===== config.mk =====
export PLATFORM = sky130hd
export DESIGN_NAME = pipe_core_param
export DESIGN_NICKNAME = d
export VERILOG_FILES = /design/src/rtl/pipe_core_param.sv
export SDC_FILE = /design/constraint.sdc
export NUM_CORES = 1
export LEC_CHECK = 0
export CORE_MARGIN = 2
export CORE_UTILIZATION = 40
export CTS_CLUSTER_DIAMETER = 150
export CTS_CLUSTER_SIZE = 30
export DETAILED_ROUTE_END_ITERATION = 12
export GPL_TIMING_DRIVEN = 0
export HOLD_SLACK_MARGIN = 0.02
export PLACE_DENSITY = 0.68
export SYNTH_ARGS = -nofsm -noshare
export SYNTH_HDL_FRONTEND = slang
export SYNTH_SLANG_ARGS = --single-unit

===== constraint.sdc =====
create_clock -name clk -period 7.3 [get_ports clk]
set_input_delay 1.095 -clock clk [delete_from_list [all_inputs] [get_ports clk]]
set_output_delay 1.095 -clock clk [all_outputs]
set_load 0.01 [all_outputs]

===== src/rtl/pipe_core_param.sv =====
// Parametrised five-stage pipeline (IF/ID/EX/MEM/WB) with EX forwarding, load-use stall, EX-resolved flush and hold.
// Optional macro ZERO_REG_EN makes R0 a hard-wired zero register.
module pipe_core_param #(
    parameter int DATA_W   = 16,
    parameter int PC_W     = 12,
    parameter int RESET_PC = 0
) (
    input  logic              clk,
    input  logic              reset,
    input  logic              hold,
    output logic [PC_W-1:0]   imem_addr,
    input  logic [15:0]       imem_data,
    output logic [DATA_W-1:0] dmem_addr,
    output logic [DATA_W-1:0] dmem_wdata,
    output logic              dmem_we,
    input  logic [DATA_W-1:0] dmem_rdata,
    output logic              wb_valid,
    output logic [3:0]        wb_addr,
    output logic [DATA_W-1:0] wb_data
);

`ifdef ZERO_REG_EN
    localparam bit ZeroReg = 1'b1;
`else
    localparam bit ZeroReg = 1'b0;
`endif
    localparam logic [PC_W-1:0] ResetPc = PC_W'(RESET_PC);

    typedef enum logic [1:0] {AluAdd, AluSub, AluAnd, AluOr} aluOpT;

    logic [DATA_W-1:0] rf [16];

    logic [PC_W-1:0]   pc, pcD;
    logic [15:0]       instD;

    logic              exRegWrite, exMemRead, exMemWrite, exBeq, exJmp, exUseImm;
    aluOpT             exAluOp;
    logic [3:0]        exRd, exRs1, exRsB, exImm;
    logic [DATA_W-1:0] exA, exB;
    logic [PC_W-1:0]   exTarget;

    logic              memRegWrite, memMemRead, memMemWrite;
    logic [3:0]        memRd;
    logic [DATA_W-1:0] memAlu, memStore;

    logic              wbRegWrite;
    logic [3:0]        wbRd;
    logic [DATA_W-1:0] wbData;

    logic [3:0]        idOp, idRd, idRs1, idRsB;
    logic              idRegWrite, idMemRead, idMemWrite, idBeq, idJmp, idUseImm, idUseA, idUseB;
    aluOpT             idAluOp;
    logic [DATA_W-1:0] idA, idB;
    logic [PC_W-1:0]   idSext, idTarget;

    logic [DATA_W-1:0] fwdA, fwdB, aluB, aluOut;
    logic              branchTaken, loadUse, issue;

    assign idOp  = instD[15:12];
    assign idRd  = instD[11:8];
    assign idRs1 = instD[7:4];
    assign idRsB = (idOp == 4'd7 || idOp == 4'd8) ? idRd : instD[3:0];

    always_comb begin
        idRegWrite = 1'b0;
        idMemRead  = 1'b0;
        idMemWrite = 1'b0;
        idBeq      = 1'b0;
        idJmp      = 1'b0;
        idUseImm   = 1'b0;
        idUseA     = 1'b0;
        idUseB     = 1'b0;
        idAluOp    = AluAdd;
        case (idOp)
            4'd1: begin idRegWrite = 1'b1; idUseA = 1'b1; idUseB = 1'b1; idAluOp = AluAdd; end
            4'd2: begin idRegWrite = 1'b1; idUseA = 1'b1; idUseB = 1'b1; idAluOp = AluSub; end
            4'd3: begin idRegWrite = 1'b1; idUseA = 1'b1; idUseB = 1'b1; idAluOp = AluAnd; end
            4'd4: begin idRegWrite = 1'b1; idUseA = 1'b1; idUseB = 1'b1; idAluOp = AluOr;  end
            4'd5: begin idRegWrite = 1'b1; idUseA = 1'b1; idUseImm = 1'b1; end
            4'd6: begin idRegWrite = 1'b1; idMemRead = 1'b1; idUseA = 1'b1; idUseImm = 1'b1; end
            4'd7: begin idMemWrite = 1'b1; idUseA = 1'b1; idUseB = 1'b1; idUseImm = 1'b1; end
            4'd8: begin idBeq = 1'b1; idUseA = 1'b1; idUseB = 1'b1; end
            4'd9: begin idJmp = 1'b1; end
            default: ;
        endcase
        if (ZeroReg && idRd == 4'd0) idRegWrite = 1'b0;
    end

    // Register reads see a same-cycle WB write (write-first).
    always_comb begin
        idA = rf[idRs1];
        idB = rf[idRsB];
        if (wbRegWrite && wbRd == idRs1) idA = wbData;
        if (wbRegWrite && wbRd == idRsB) idB = wbData;
        if (ZeroReg && idRs1 == 4'd0) idA = '0;
        if (ZeroReg && idRsB == 4'd0) idB = '0;
    end

    assign idSext   = PC_W'($signed(instD[3:0]));
    assign idTarget = idJmp ? PC_W'(instD[11:0]) : pcD + PC_W'(1) + idSext;

    // A load in EX/MEM has no data yet, so it is skipped and the older MEM/WB value may apply.
    always_comb begin
        fwdA = exA;
        if (memRegWrite && !memMemRead && memRd == exRs1 && !(ZeroReg && exRs1 == 4'd0))
            fwdA = memAlu;
        else if (wbRegWrite && wbRd == exRs1 && !(ZeroReg && exRs1 == 4'd0))
            fwdA = wbData;
        fwdB = exB;
        if (memRegWrite && !memMemRead && memRd == exRsB && !(ZeroReg && exRsB == 4'd0))
            fwdB = memAlu;
        else if (wbRegWrite && wbRd == exRsB && !(ZeroReg && exRsB == 4'd0))
            fwdB = wbData;
    end

    assign aluB = exUseImm ? DATA_W'(exImm) : fwdB;

    always_comb begin
        aluOut = fwdA + aluB;
        case (exAluOp)
            AluSub:  aluOut = fwdA - aluB;
            AluAnd:  aluOut = fwdA & aluB;
            AluOr:   aluOut = fwdA | aluB;
            default: aluOut = fwdA + aluB;
        endcase
    end

    assign branchTaken = exJmp || (exBeq && fwdA == fwdB);
    assign loadUse     = exMemRead && !(ZeroReg && exRd == 4'd0) &&
                         ((idUseA && idRs1 == exRd) || (idUseB && idRsB == exRd));
    assign issue       = !branchTaken && !loadUse;

    always_ff @(posedge clk or negedge reset) begin
        if (!reset) begin
            pc          <= ResetPc;
            pcD         <= '0;
            instD       <= '0;
            exRegWrite  <= 1'b0;
            exMemRead   <= 1'b0;
            exMemWrite  <= 1'b0;
            exBeq       <= 1'b0;
            exJmp       <= 1'b0;
            exUseImm    <= 1'b0;
            exAluOp     <= AluAdd;
            exRd        <= '0;
            exRs1       <= '0;
            exRsB       <= '0;
            exImm       <= '0;
            exA         <= '0;
            exB         <= '0;
            exTarget    <= '0;
            memRegWrite <= 1'b0;
            memMemRead  <= 1'b0;
            memMemWrite <= 1'b0;
            memRd       <= '0;
            memAlu      <= '0;
            memStore    <= '0;
            wbRegWrite  <= 1'b0;
            wbRd        <= '0;
            wbData      <= '0;
        end else if (!hold) begin
            wbRegWrite  <= memRegWrite;
            wbRd        <= memRd;
            wbData      <= memMemRead ? dmem_rdata : memAlu;
            memRegWrite <= exRegWrite;
            memMemRead  <= exMemRead;
            memMemWrite <= exMemWrite;
            memRd       <= exRd;
            memAlu      <= aluOut;
            memStore    <= fwdB;
            // Control bits drop to 0 on a flush or stall, turning the ID/EX entry into a bubble.
            exRegWrite  <= idRegWrite & issue;
            exMemRead   <= idMemRead & issue;
            exMemWrite  <= idMemWrite & issue;
            exBeq       <= idBeq & issue;
            exJmp       <= idJmp & issue;
            exUseImm    <= idUseImm;
            exAluOp     <= idAluOp;
            exRd        <= idRd;
            exRs1       <= idRs1;
            exRsB       <= idRsB;
            exImm       <= instD[3:0];
            exA         <= idA;
            exB         <= idB;
            exTarget    <= idTarget;
            if (branchTaken) begin
                pc    <= exTarget;
                instD <= '0;
            end else if (!loadUse) begin
                pc    <= pc + PC_W'(1);
                pcD   <= pc;
                instD <= imem_data;
            end
        end
    end

    always_ff @(posedge clk or negedge reset) begin
        if (!reset) begin
            for (int i = 0; i < 16; i++) rf[i] <= '0;
        end else if (!hold && wbRegWrite && !(ZeroReg && wbRd == 4'd0)) begin
            rf[wbRd] <= wbData;
        end
    end

    assign imem_addr  = pc;
    assign dmem_addr  = memAlu;
    assign dmem_wdata = memStore;
    assign dmem_we    = memMemWrite && !hold;
    assign wb_valid   = wbRegWrite;
    assign wb_addr    = wbRd;
    assign wb_data    = wbData;

endmodule


# Yosys cells after proc, flatten, opt, wreduce, memory -nomap -nowiden
# Cells that the tools add are included.
dict set report op_classes {
  add_sub_neg 5
  multipliers 0
  div_mod_pow 0
  n_lt_le_gt_ge 4
  n_eq_ne 22
  n_shift 0
  n_mux 33
  bitwise 13
  reduce_logical 28
}
# cell count
set op_table {}
lappend op_table {{$bwmux 256} 1}
lappend op_table {{$mux 16} 15}
lappend op_table {{$bmux 16 s4} 2}
lappend op_table {{$demux 16 s4} 1}
lappend op_table {{$pmux 16 s3} 1}
lappend op_table {{$mux 12} 3}
lappend op_table {{$eq 4x4->1} 8}
lappend op_table {{$add 12x1->12 const B} 2}
lappend op_table {{$add 16x16->16} 1}
lappend op_table {{$and 16x16->16} 1}
lappend op_table {{$eq 16x16->1} 1}
lappend op_table {{$eq 4x3->1 const B} 4}
lappend op_table {{$or 16x16->16} 1}
lappend op_table {{$sub 16x16->16} 1}
lappend op_table {{$ge 5x5->1 const B} 3}
lappend op_table {{$logic_and 1x1->1} 15}
lappend op_table {{$not 4->5} 3}
lappend op_table {{$add 12x12->12} 1}
lappend op_table {{$reduce_or 6->1} 2}
lappend op_table {{$eq 4x2->1 const B} 2}
lappend op_table {{$eq 4x4->1 const B} 2}
lappend op_table {{$mux 1} 8}
lappend op_table {{$reduce_or 8->1} 1}
lappend op_table {{$pmux 2 s3} 1}
lappend op_table {{other kinds (13)} 25}
dict set report totals {
  regBits 424
  latchBits 0
  ram_bits 0
  romBits 0
  out_inout_bits 66
  wordCells 147
  memories 0
}

# Logic depth before layout (Yosys ltp)
# Gate-level depths: netlist (run 1).
dict set report logic_depth {
  word_depth 10
  ltp_mapped 28
}

# Worst setup path after synthesis (run 1)
# OpenSTA, ideal clock, no wires.
dict set report synth_timing {
  path_kind {reg-to-reg}
  start {reg memMemRead}
  end {reg memAlu[15] (netlist: dmem_addr[15])}
  setup_time_ps 121
  arrival_time_ps 4988
  t_required_ps 7179
  slack_ps 2192
  path_stages_with_launch 29
  path_buffers 6
  period_less_slack_ps 5108
  path_cell_list {dfrtp_1 -> buf_2 -> nor2b_1 -> nand2_1 -> or2_2 -> buf_2 -> buf_2 -> buf_1 -> buf_2 -> clkbuf_1 -> nor2_1 -> a21oi_1 -> mux2i_1 -> ha_1 -> nand2_1 -> o21ai_0 -> inv_1 -> ha_1 -> nor2b_1 -> o21ai_0 -> nand2b_1 -> a21o_1 -> a31o_2 -> o21a_1 -> a41o_1 -> o41a_1 -> xnor2_1 -> o21ai_0 -> nand2_1}
}
dict set report synth_between {
  elab_chain_cells 7
}
# element line
set synth_rtl {}
lappend synth_rtl {{from (decl)} 42} ;# logic memRegWrite, memMemRead, memMemWrite;
lappend synth_rtl {{from (signal assigned)} 166} ;# memMemRead <= exMemRead;
lappend synth_rtl {{$logic_not 1->1 *} {105, 110}}
lappend synth_rtl {{$logic_and 1x1->1 *} {105, 110}}
lappend synth_rtl {{$logic_and 1x1->1} 110} ;# if (memRegWrite && !memMemRead && memRd == exRsB && !(ZeroReg && exRsB == 4'd0))
lappend synth_rtl {{$mux 16} 110}
lappend synth_rtl {{$mux 16} 116} ;# assign aluB = exUseImm ? DATA_W'(exImm) : fwdB;
lappend synth_rtl {{$add 16x16->16, or another cell as far along} 124} ;# default: aluOut = fwdA + aluB;
lappend synth_rtl {{$pmux 16 s3 *} 120} ;# case (exAluOp)
lappend synth_rtl {{to (signal assigned)} 169} ;# memAlu <= aluOut;
lappend synth_rtl {{to (decl)} 44} ;# logic [DATA_W-1:0] memAlu, memStore;
# Mark *: on every way between the ends. The rest lies on a longest branch, timed or not.
# A chain may end at the register's enable or synchronous reset.

# Worst setup path after layout (run 1)
dict set report layout_timing {
  start {reg memMemRead}
  end {reg memAlu[14] (netlist: dmem_addr[14])}
}
# Same word-level chain as after synthesis.

==> results of run 1 <==
## what timing repair did
action                     4_1_cts  5_1_grt
hold buffers                     0        0
setup buffers                    0        0
setup endpoints to repair        0        1
## cells by family after synthesis
logic type | count (synthesis) | synth area share
xor+xnor | 73 | 0.02634
flops | 424 | 0.4271
mux | 578 | 0.2914
simple gates | 410 | 0.07161
buf+inv | 223 | 0.03626
fa+ha+maj | 44 | 0.02155
compound gates | 473 | 0.1257
## metal layers
| layer | up-vias | global-route usage | share of wire |
|---|---|---|---|
| met2 | 799 | 0.4337 | 0.49 |
| met5 | - | 0 | 0.00016 |
| met1 | 9757 | 0.3259 | 0.41 |
| li1 | 8427 | - | - |
| met4 | 2 | 0.08183 | 0.033 |
| met3 | 167 | 0.02971 | 0.062 |
## state kept, by name, summed over array words and instances, names as in the netlist, 2 cells and up
| register | cells |
|---|---|
| exRd | 4 |
| exAluOp | 2 |
| exRsB | 4 |
| imem_addr | 12 |
| exA | 16 |
| exTarget | 12 |
| rf | 256 |
| wb_addr | 4 |
| wb_data | 16 |
| instD | 16 |
| dmem_wdata | 16 |
| memRd | 4 |
| exImm | 4 |
| exRs1 | 4 |
| pcD | 12 |
| dmem_addr | 16 |
| exB | 16 |
## cells in the final DEF, fill, tap and decap left out, types with 17 or more instances in the layout
cell type / count
dfrtp_1: 424
mux2_2: 361
nand2_1: 189
o21ai_0: 146
clkbuf_1: 145
mux2i_1: 135
nor2_1: 116
clkdlybuf4s50_1: 99
a21oi_1: 92
mux4_2: 80
a211oi_1: 77
xor2_1: 37
inv_1: 36
xnor2_1: 34
ha_1: 30
nor3_1: 27
clkbuf_16: 19
buf_2: 18
buf_1: 18
a32o_1: 17
## worst max-delay path: stages, from the launching register on
cell	delay [ns]
dfrtp_1	0.35
buf_2	0.30
nor2b_1	0.13
nand2_1	0.23
or2_2	0.15
buf_2	0.24
buf_2	0.43
buf_2	0.32
clkbuf_1	0.43
nor2_1	0.08
a21oi_1	0.27
mux2i_1	0.20
ha_1	0.28
nor2_1	0.14
xor2_1	0.17
ha_1	0.27
nor2b_1	0.14
o21ai_0	0.22
a21oi_1	0.12
o21ai_0	0.23
a21boi_0	0.17
o21ai_0	0.25
a21oi_1	0.16
o41ai_1	0.57
o21ai_0	0.23
xnor2_1	0.17
a221oi_1	0.24
## layout make-up
type	instances	area, sq um	area share
Buffer	186	762.0	0.02767
Clock buffer	20	479.2	0.01740
Multi-Input combinational cell	1578	13350	0.4849
Clock inverter	1	30.03	0.001091
Sequential cell	424	10610	0.3853
Tap cell	837	1047	0.03803
Timing Repair Buffer	107	1119	0.04062
Inverter	36	135.1	0.004908
## per-stage QoR
step	hold WS (ns)	TNS, ns	power, mW	utilization	cell area (sq um)
5_1_grt	0.5216	0	11.00	0.4470	27540
6_report	0.4934	0	10.37	0.4470	27540
3_3_place_gp	0.4648	-5495.17	8.837	0.4366	26890
4_1_cts	0.4969	0	10.30	0.4470	27530
3_5_place_dp	0.4651	0	9.032	0.4387	27020
2_1_floorplan	0.4425	0	7.237	-	24850
## power by group
group	switching [mW]	internal, mW
combinational	2.69	2.40
sequential	0.830	3.18
clock	0.784	0.482
total	4.30	6.06
## Yosys cell counts (all sizes together) (12+ instances only)
master / count / area, sq um
a211oi: 78 / 590.6
a21oi: 93 / 469.2
a221oi: 16 / 140.1
a32o: 17 / 170.2
buf: 43 / 225.2
clkbuf: 144 / 540.5
dfrtp: 424 / 10610
ha: 30 / 375.4
inv: 36 / 135.1
maj3: 12 / 120.1
mux2: 363 / 4088
mux2i: 135 / 1351
mux4: 80 / 1802
nand2: 190 / 715.7
nand3: 16 / 80.08
nor2: 116 / 435.4
nor2b: 12 / 75.07
nor3: 29 / 161.4
o21ai: 153 / 780.8
o221a: 14 / 157.7
o22ai: 15 / 93.84
xnor2: 36 / 330.3
xor2: 37 / 324.1
## how the worst max path moves through the flow
stage	from	end	slack (ns)	cells after the start
5_1_grt	memMemRead	dmem_addr[14]	0.23	26
3_5_place_dp	memMemRead	dmem_addr[14]	0.57	27
6_report	memMemRead	dmem_addr[14]	0.69	26
4_1_cts	memMemRead	dmem_addr[14]	0.50	27
3_3_place_gp	reset	rf[12]	-13.03	1
2_1_floorplan	memMemRead	dmem_addr[15]	2.19	28
==> impl_results.md, run 1 <==
- Slew headroom: 0.02290
- Cells after Synth: around 2.2k
- Clk buf depth: 3
- Detail Route Antenna Nets: 0
- Final non-filler cell total: ~3.2k
- Clk_lat worst skew: between 0.5 and 0.6 ns
- Worst Hold Path EP: exB[4]
- First-pass GRT wire length: roughly 120 mm
- Cts repair resizes: 0
- Predominant post-synthesis flop cell: dfrtp_1
- Leakage dissipation: around 12 nW
- Largest net degree at the start of global routing: 124
- Congestion Overflow GR: 0
- CTS buffer count: 18
- Clock Skew: between 0.05 and 0.06 ns
- DR DRC count: 0
- IO Count: 101
- Syn Nets: ~2.3k
- Final count of pins violating max slew: 0
- Hold Fails Final Rpt: 0
- Final net count: approximately 2.4k
- Minimum clock period after layout: around 6.6 ns
- Initial antenna violation count: 3
- Share of cells above drive strength 1: 0.2198
- Site Rows: 91
- CTS tree: built
- DP HPWL: 62.81 mm
- Data required, critical path: between 7 and 8 ns
- Flop2flop setup slack: 0.69 ns
- Ys async rst share: 1.000
- Worst Path Class, Setup: reg2reg
- Tightest Pin Transition: ~1.5 ns
- TritonRoute pass-1 iters: 6
- Total Wirelength: 80.54 mm
- Max-cap violation count: 0
- FF-to-FF End: dmem_addr[14]
- Core area: a little over 60,000 sq um
- Clk root buf: clkbuf_16
- Worst hold path type: reg2reg
- Critical Path Sink Type: flip-flop
- CP Data Arrival Time: just over 7 ns
- Final Setup Violations: 0
- Final Wtd Congestion: 0.9565
- Mapped Avg Cell Area: 11.17 sq um
- Ratio of final minimum period to clock period: 0.9053
- Setup WS pre-CTS: approximately 0.57 ns
- N_diodes: 0
- WL per Instance: 25.26 um
- Mean number of vias per cell: approximately 6.0
- Area grow syn2layout: 10.83%
- Gr usage total: 0.2504
- Routed via count: between 15k and 20k
- DIE AREA: 64,120 sq um
- Worst R2R Path Depth: 26
- Startpoint Class: flip-flop
- Cells after DPL: ~3.2k
- H-tree levels: 1
- Initial DRC Count: 1,777
- Netlist Area Pre-Place: roughly 25,000 sq um
- Status: complete, no violations
- Hold Path Stages: 2
- Worst R2R Start: memMemRead
- Hold Startpoint: exB[4]
- Maximum fanout along the worst path: 19
- Power Density: between 300 and 400 nW/um^2
- FILL cells: 5,692
- Max Clock Freq: roughly 150 MHz
- RSZ-0062 raised after global routing: false
- Post-synthesis sequential area ratio: 0.4271
- Starting density of the core: 0.4033
- VDD IR-drop max: roughly 0.15 mV
- Synthesized flop and latch total: 424
- PortBufs: 100
- Vias in the first global route: slightly below 20k
- Die Y: around 250 um
- CTS clock-pin slew for the worst setup and hold paths: about 0.14 ns
- Clk sinks: between 400 and 500
- Yosys warns: 0
- Post-route setup slack: 0.6915 ns
- Die extent in x: between 200 and 300 um
- Netlist cell types: 78
- EDFF count, synth: 0
Note: power is estimated with default switching activity, not from simulation.
==> inputs of run 2 (changes only) <==
Settings changed: GPL_TIMING_DRIVEN 0 to 1.
==> run 2 against run 1 <==
Net effect:
- flip-flop and latch count is the same
- clock skew shrank 0.010 ns
- sequential power grew 4%
- via count shrank 5.6%
- clock power shrank 3%
- critical path depth shrank 4
- non-clock buffer count shrank 145
- first-iteration DRC count shrank 11%
- total power shrank 3.7%
- critical endpoint unchanged
==> impl_results.md, run 2 (synthesized netlist as in run 1, its figures left out) <==
- Status: complete, no violations
- Power Total: 9.988 mW (-3.7%)
- Post-route setup slack: 1.335 ns (+0.6439 ns)
- Post-CTS Setup Bufs: 0 (unchanged)
- CP startpoint: wb_addr[1]
- FF-to-FF End: dmem_addr[14]
- Final count of pins violating max slew: 0 (unchanged)
- Top reg by flops: rf
- RSZ-0062 raised after global routing: false
- IO Count: 101 (unchanged)
- Total Wirelength: 68.50 mm (-15%)
- Tightest Pin Transition: 1.127 ns (-0.3279 ns)
- Hold Fails Final Rpt: 0 (unchanged)
- Most common library cell in the layout ignoring fill and taps: dfrtp_1
- Ratio of final minimum period to clock period: 0.8171 (-0.08820)
- H-tree levels: 1 (unchanged)
- Routed via count: 18.08k (-5.6%)
- Final Wtd Congestion: 0.9058 (-5.3%)
- Flop2flop setup slack: 1.34 ns (+0.64 ns)
- Worst hold path type: reg2reg
- First-pass GRT wire length: 106.9 mm (-12%)
- DIE AREA: 64,120 sq um (unchanged)
- Data required, critical path: 7.76 ns (-0.03 ns)
- DR DRC count: 0 (unchanged)
- Die Y: 253.2 um (unchanged)
- Clk_lat worst skew: 0.57 ns (-0.02 ns)
- Area grow syn2layout: 9.211%
- Largest net degree at the start of global routing: 163 (+31%)
- Most used cells in the layout excluding fill and tap cells: 422 x dfrtp_1, 361 x mux2_2, 189 x nand2_1
- Initial antenna violation count: 0 (-3)
- Worst R2R Start: wb_addr[1]
- Placed cell areas: 26,620 sq um (-1.5%)
- Setup WS pre-CTS: 1.367 ns (+0.7941 ns)
- CTS buffer count: 18 (unchanged)
- Die extent in x: 253.2 um (unchanged)
- Starting density of the core: 0.4033 (unchanged)
- Hold Path Stages: 2 (unchanged)
- Initial DRC Count: 1,588 (-11%)
- Final Setup Violations: 0 (unchanged)
- VDD IR-drop max: 0.1783 mV (+16%)
- Clk buf depth: 3 (unchanged)
- Minimum clock period after layout: 5.965 ns (-0.6439 ns)
- CTS clock-pin slew for the worst setup and hold paths: 0.12 ns (-0.02 ns)
- Setup crit end: dmem_addr[14]
- Mean number of vias per cell: 5.938 (-1.1%)
- Core area: 61,600 sq um (unchanged)
- Clock Skew: 0.04254 ns (-0.01025 ns)
- Startpoint Class: flip-flop
- Clk sinks: 424 (unchanged)
- WL per Instance: 22.50 um (-11%)
- Worst R2R Path Depth: 22 (-15%)
- Share of cells above drive strength 1: 0.2474 (+0.02758)
- Cts hold-fix bufs: 0 (unchanged)
- Clk root buf: clkbuf_16
- Power Density: 368.1 nW/um^2 (-2.2%)
- Leakage dissipation: 11.68 nW (-0.81%)
- CP Data Arrival Time: 6.43 ns (-0.66 ns)
- Critical Path Sink Type: flip-flop
- CTS tree: built
- DP HPWL: 44.47 mm (-29%)
- Detail Route Antenna Nets: 0 (unchanged)
- Final std cell area, no fill: 27,130 sq um (-1.5%)
- Cts repair resizes: 0 (unchanged)
- Vias in the first global route: 18.10k (-6.2%)
- Setup TNS: 0 ns (unchanged)
- Worst Path Class, Setup: reg2reg
- Max Clock Freq: 167.7 MHz (+11%)
- Slew headroom: 0.2490 (+0.2261)
- Congestion Overflow GR: 0 (unchanged)
- Final net count: 2,273 (-6.0%)
- TritonRoute pass-1 iters: 5 (-1)
- Max-cap violation count: 0 (unchanged)
- N_diodes: 0 (unchanged)
- Gr usage total: 0.2123 (-0.03809)
- PortBufs: 100 (unchanged)
- Largest register FFs: 256 (unchanged)
- Maximum fanout along the worst path: 18 (-1)
- Site Rows: 91 (unchanged)
==> run 2: worst min-delay path by stage <==
| stage | end | slack, ns | from |
|---|---|---|---|
| global route | dmem_wdata[15] | 0.53 | dmem_wdata[15] |
| floorplan | exRegWrite | 0.44 | exRegWrite |
| finish | exB[5] | 0.49 | exB[5] |
| CTS | exB[5] | 0.50 | exB[5] |
| detailed placement | exB[5] | 0.47 | exB[5] |
| global placement | exA[14] | 0.46 | exA[14] |
==> run 2: cell type report <==
class	instances	area, sq um
clock buffers	20	479.2
clock inverters	1	30.03
fillers	5630	34460
inverters	36	135.1
multi-input cells	1578	13420
flip-flops and latches	424	10620
well taps	837	1047
repair buffers	148	1405
==> run 2: metrics by stage <==
stage | hold slack, ns | instances | util
floorplan | 0.4425 | 2225 | -
global placement | 0.4648 | 3023 | 0.4322
detailed placement | 0.4713 | 3023 | 0.4322
CTS | 0.4995 | 3044 | 0.4405
global route | 0.5267 | 3044 | 0.4405
finish | 0.4916 | 3044 | 0.4405
==> run 2: critical path, stage by stage, from the launching register on <==
cell and delay, ns:
dfrtp_1 0.65, inv_1 0.22, a221o_1 0.46, nor3_2 0.20, buf_4 0.31, mux2i_1 0.51
a211oi_1 0.15, a21oi_1 0.23, ha_1 0.26, nor2_1 0.08, xor2_1 0.16, ha_1 0.33
nor2b_1 0.15, o21ai_0 0.20, a21oi_1 0.12, o21ai_0 0.23, a21boi_0 0.15, o21ai_0 0.25
a21oi_1 0.14, o41ai_1 0.44, o21ai_0 0.20, xnor2_1 0.16, a221oi_1 0.26
==> run 2: power breakdown <==
group	internal (mW)	leakage [nW]	switching, mW	total (mW)
registers	3.18	5.52	0.985	4.16
clock network	0.482	0.247	0.752	1.23
logic	2.37	5.91	2.23	4.59
==> run 2: routing by layer <==
layer	vias to the layer above	wire length [um]	global-route usage
met2	550	33550	0.3660
met4	0	2461	0.07760
li1	8159	-	-
met1	9248	29220	0.2775
met5	-	0	0
met3	119	3271	0.02056
==> inputs of run 3 (changes only) <==
Settings changed: PLACE_DENSITY 0.68 to 0.7.
Clock period 7.3 ns to 4.9 ns, I/O delays scaled along.
==> run 3 against run 2 <==
Net effect:
- wire length is 4.9% higher
- via count grew 2.8%
- critical endpoint is now dmem_addr[15]
- first-iteration DRC count decreased by 7.4%
- sequential power up 44%
- global-route usage increased by 0.87 points
- hold slack lost 0.30 ns
- highest routed layer unchanged
- clock power is 49% higher
==> impl_results.md, run 3 (synthesized netlist as in run 1, its figures left out) <==
- DR DRC count: 0 (unchanged)
- Die extent in x: 253.2 um (unchanged)
- DP HPWL: 47.57 mm (+7.0%)
- First-pass GRT wire length: 110.4 mm (+3.2%)
- Gr usage total: 0.2211 (+0.008747)
- Final Setup Violations: 0 (unchanged)
- Final non-filler cell total: 3,105 (+2.0%)
- Final std cell area, no fill: 27,710 sq um (+2.1%)
- Maximum fanout along the worst path: 13 (-5)
- Vias in the first global route: 18.96k (+4.8%)
- Post-route setup slack: 0.2731 ns (-1.062 ns)
- IO Count: 101 (unchanged)
- Initial antenna violation count: 0 (unchanged)
- Max Clock Freq: 216.1 MHz (+29%)
- Clk root buf: clkbuf_16
- Clk buf depth: 3 (unchanged)
- Ratio of final minimum period to clock period: 0.9443 (+0.1272)
- CTS tree: built
- CTS buffer count: 18 (unchanged)
- Power Density: 551.5 nW/um^2 (+50%)
- Final Wtd Congestion: 0.9253 (+2.2%)
- Worst R2R Start: memRd[3]
- Setup crit end: dmem_addr[15]
- Most used cells in the layout excluding fill and tap cells: 422 x dfrtp_1, 361 x mux2_2, 189 x nand2_1
- Status: complete, no violations
- Worst R2R Path Depth: 23 (+4.5%)
- N_diodes: 0 (unchanged)
- Minimum clock period after layout: 4.627 ns (-1.338 ns)
- Die Y: 253.2 um (unchanged)
- Power Total: 15.28 mW (+53%)
- Final count of pins violating max slew: 0 (unchanged)
- Placed cell areas: 27,150 sq um (+2.0%)
- Cell Chain, Critical Path: xnor2_1 -> nand3_1 -> or2_4 -> buf_4 -> a31oi_1 -> buf_4 -> nor2_1 -> a22o_1 -> nand2_1 -> o21ai_0 -> a21oi_1 -> a21oi_1 -> ha_1 -> o21ai_2 -> nand2b_1 -> a21oi_1 -> nor2_1 -> o21a_1 -> a41o_1 -> o41a_1 -> xnor2_1 -> o21ai_1 -> nand2_1
- Worst hold path type: in2async
- Max-cap violation count: 0 (unchanged)
- Clk sinks: 424 (unchanged)
- Cells after DPL: 3,083 (+2.0%)
- PortBufs: 100 (unchanged)
- H-tree levels: 1 (unchanged)
- Worst Path Class, Setup: reg2reg
- RSZ-0062 raised after global routing: true
- Tightest Pin Transition: 0.9440 ns (-0.1825 ns)
- Congestion Overflow GR: 0 (unchanged)
- DIE AREA: 64,120 sq um (unchanged)
- Share of cells above drive strength 1: 0.2725 (+0.02509)
- Leakage dissipation: 12.02 nW (+2.9%)
- Total Wirelength: 71.84 mm (+4.9%)
- Site Rows: 91 (unchanged)
- Top reg by flops: rf
- Clk_lat worst skew: 0.57 ns (about the same)
- Setup WS pre-CTS: 0.07231 ns (-1.295 ns)
- Hold Fails Final Rpt: 0 (unchanged)
- Largest net degree at the start of global routing: 116 (-29%)
- Most common library cell in the layout ignoring fill and taps: dfrtp_1
- Clock Skew: 0.05274 ns (+0.01021 ns)
- WL per Instance: 23.14 um (+2.8%)
- Flop2flop setup slack: 0.27 ns (-1.06 ns)
- Area grow syn2layout: 11.54%
- Crit path top cell by count: a21oi_1
- Data required, critical path: 5.37 ns (-2.39 ns)
- Critical Path Sink Type: flip-flop
- CP Data Arrival Time: 5.10 ns (-1.33 ns)
- Mean number of vias per cell: 5.986 (+0.80%)
- Final net count: 2,334 (+2.7%)
- CP startpoint: memRd[3]
- VDD IR-drop max: 0.2479 mV (+39%)
- Startpoint Class: flip-flop
- Starting density of the core: 0.4033 (unchanged)
- Final hold slack: 0.1960 ns (-0.2956 ns)
- TritonRoute pass-1 iters: 6 (+1)
- Detail Route Antenna Nets: 0 (unchanged)
- Largest register FFs: 256 (unchanged)
- FF-to-FF End: dmem_addr[15]
- Routed via count: 18.59k (+2.8%)
- CP max-delay cell: dfrtp_1
- Slowest stage delay, CP: 0.46 ns (-0.19 ns)
- Slew headroom: 0.3706 (+0.1217)
- Core area: 61,600 sq um (unchanged)
- CTS clock-pin slew for the worst setup and hold paths: 0.12 ns (about the same)
- Initial DRC Count: 1,470 (-7.4%)
run 3: metal layers:
metal / GRT usage / up-vias / routed length (um)
met4: 0.1036 / 0 / 3528
li1: - / 8284 / -
met3: 0.02878 / 172 / 3964
met5: 0 / - / 0
met2: 0.3772 / 672 / 34810
met1: 0.2784 / 9457 / 29530
run 3: worst min path at each step:
stage,endpoint,slack (ns),cells past startpoint
6_report,exRsB[3],0.20,1
5_1_grt,exRsB[3],0.26,1
4_1_cts,exUseImm,0.25,1
3_5_place_dp,exA[15],0.47,2
3_3_place_gp,exA[14],0.46,2
2_1_floorplan,dmem_addr[0],0.44,0
run 3: timing repair:
item,CTS,global route
gates resized for setup,0,19
hold buffers,0,0
setup endpoints to repair,0,6
setup buffers,0,1
run 3: metrics by stage:
stage / setup TNS, ns / utilization
5_1_grt: -0.002916 / 0.4499
2_1_floorplan: 0 / -
3_5_place_dp: 0 / 0.4408
6_report: 0 / 0.4499
4_1_cts: 0 / 0.4491
3_3_place_gp: 0 / 0.4408
run 3: power breakdown:
group	leakage, nW	total, mW	internal, mW	switching [mW]
combinational	6.25	7.47	3.75	3.71
clock	0.247	1.83	0.718	1.11
sequential	5.52	5.99	4.74	1.25
total	12.0	15.3	9.21	6.07
run 3: area by class of cell:
class | count | area, sq um
fill | 5595 | 33890
tap | 837 | 1047
sequential | 424 | 10620
timing repair buffer | 209 | 1933
clock buffer | 20 | 479.2
multi-input combinational | 1578 | 13470
inverter | 36 | 135.1
clock inverter | 1 | 30.03
run 3: critical path: cells and delay by family (launching register included):
kind	cells	cell delay, ns
adders and majority gates	1	0.37
AOI/OAI and AO/OA	11	1.99
DFF	1	0.46
buffers and inverters	2	0.39
xor gates and xnor gates	2	0.32
and+or+nand+nor	7	1.00
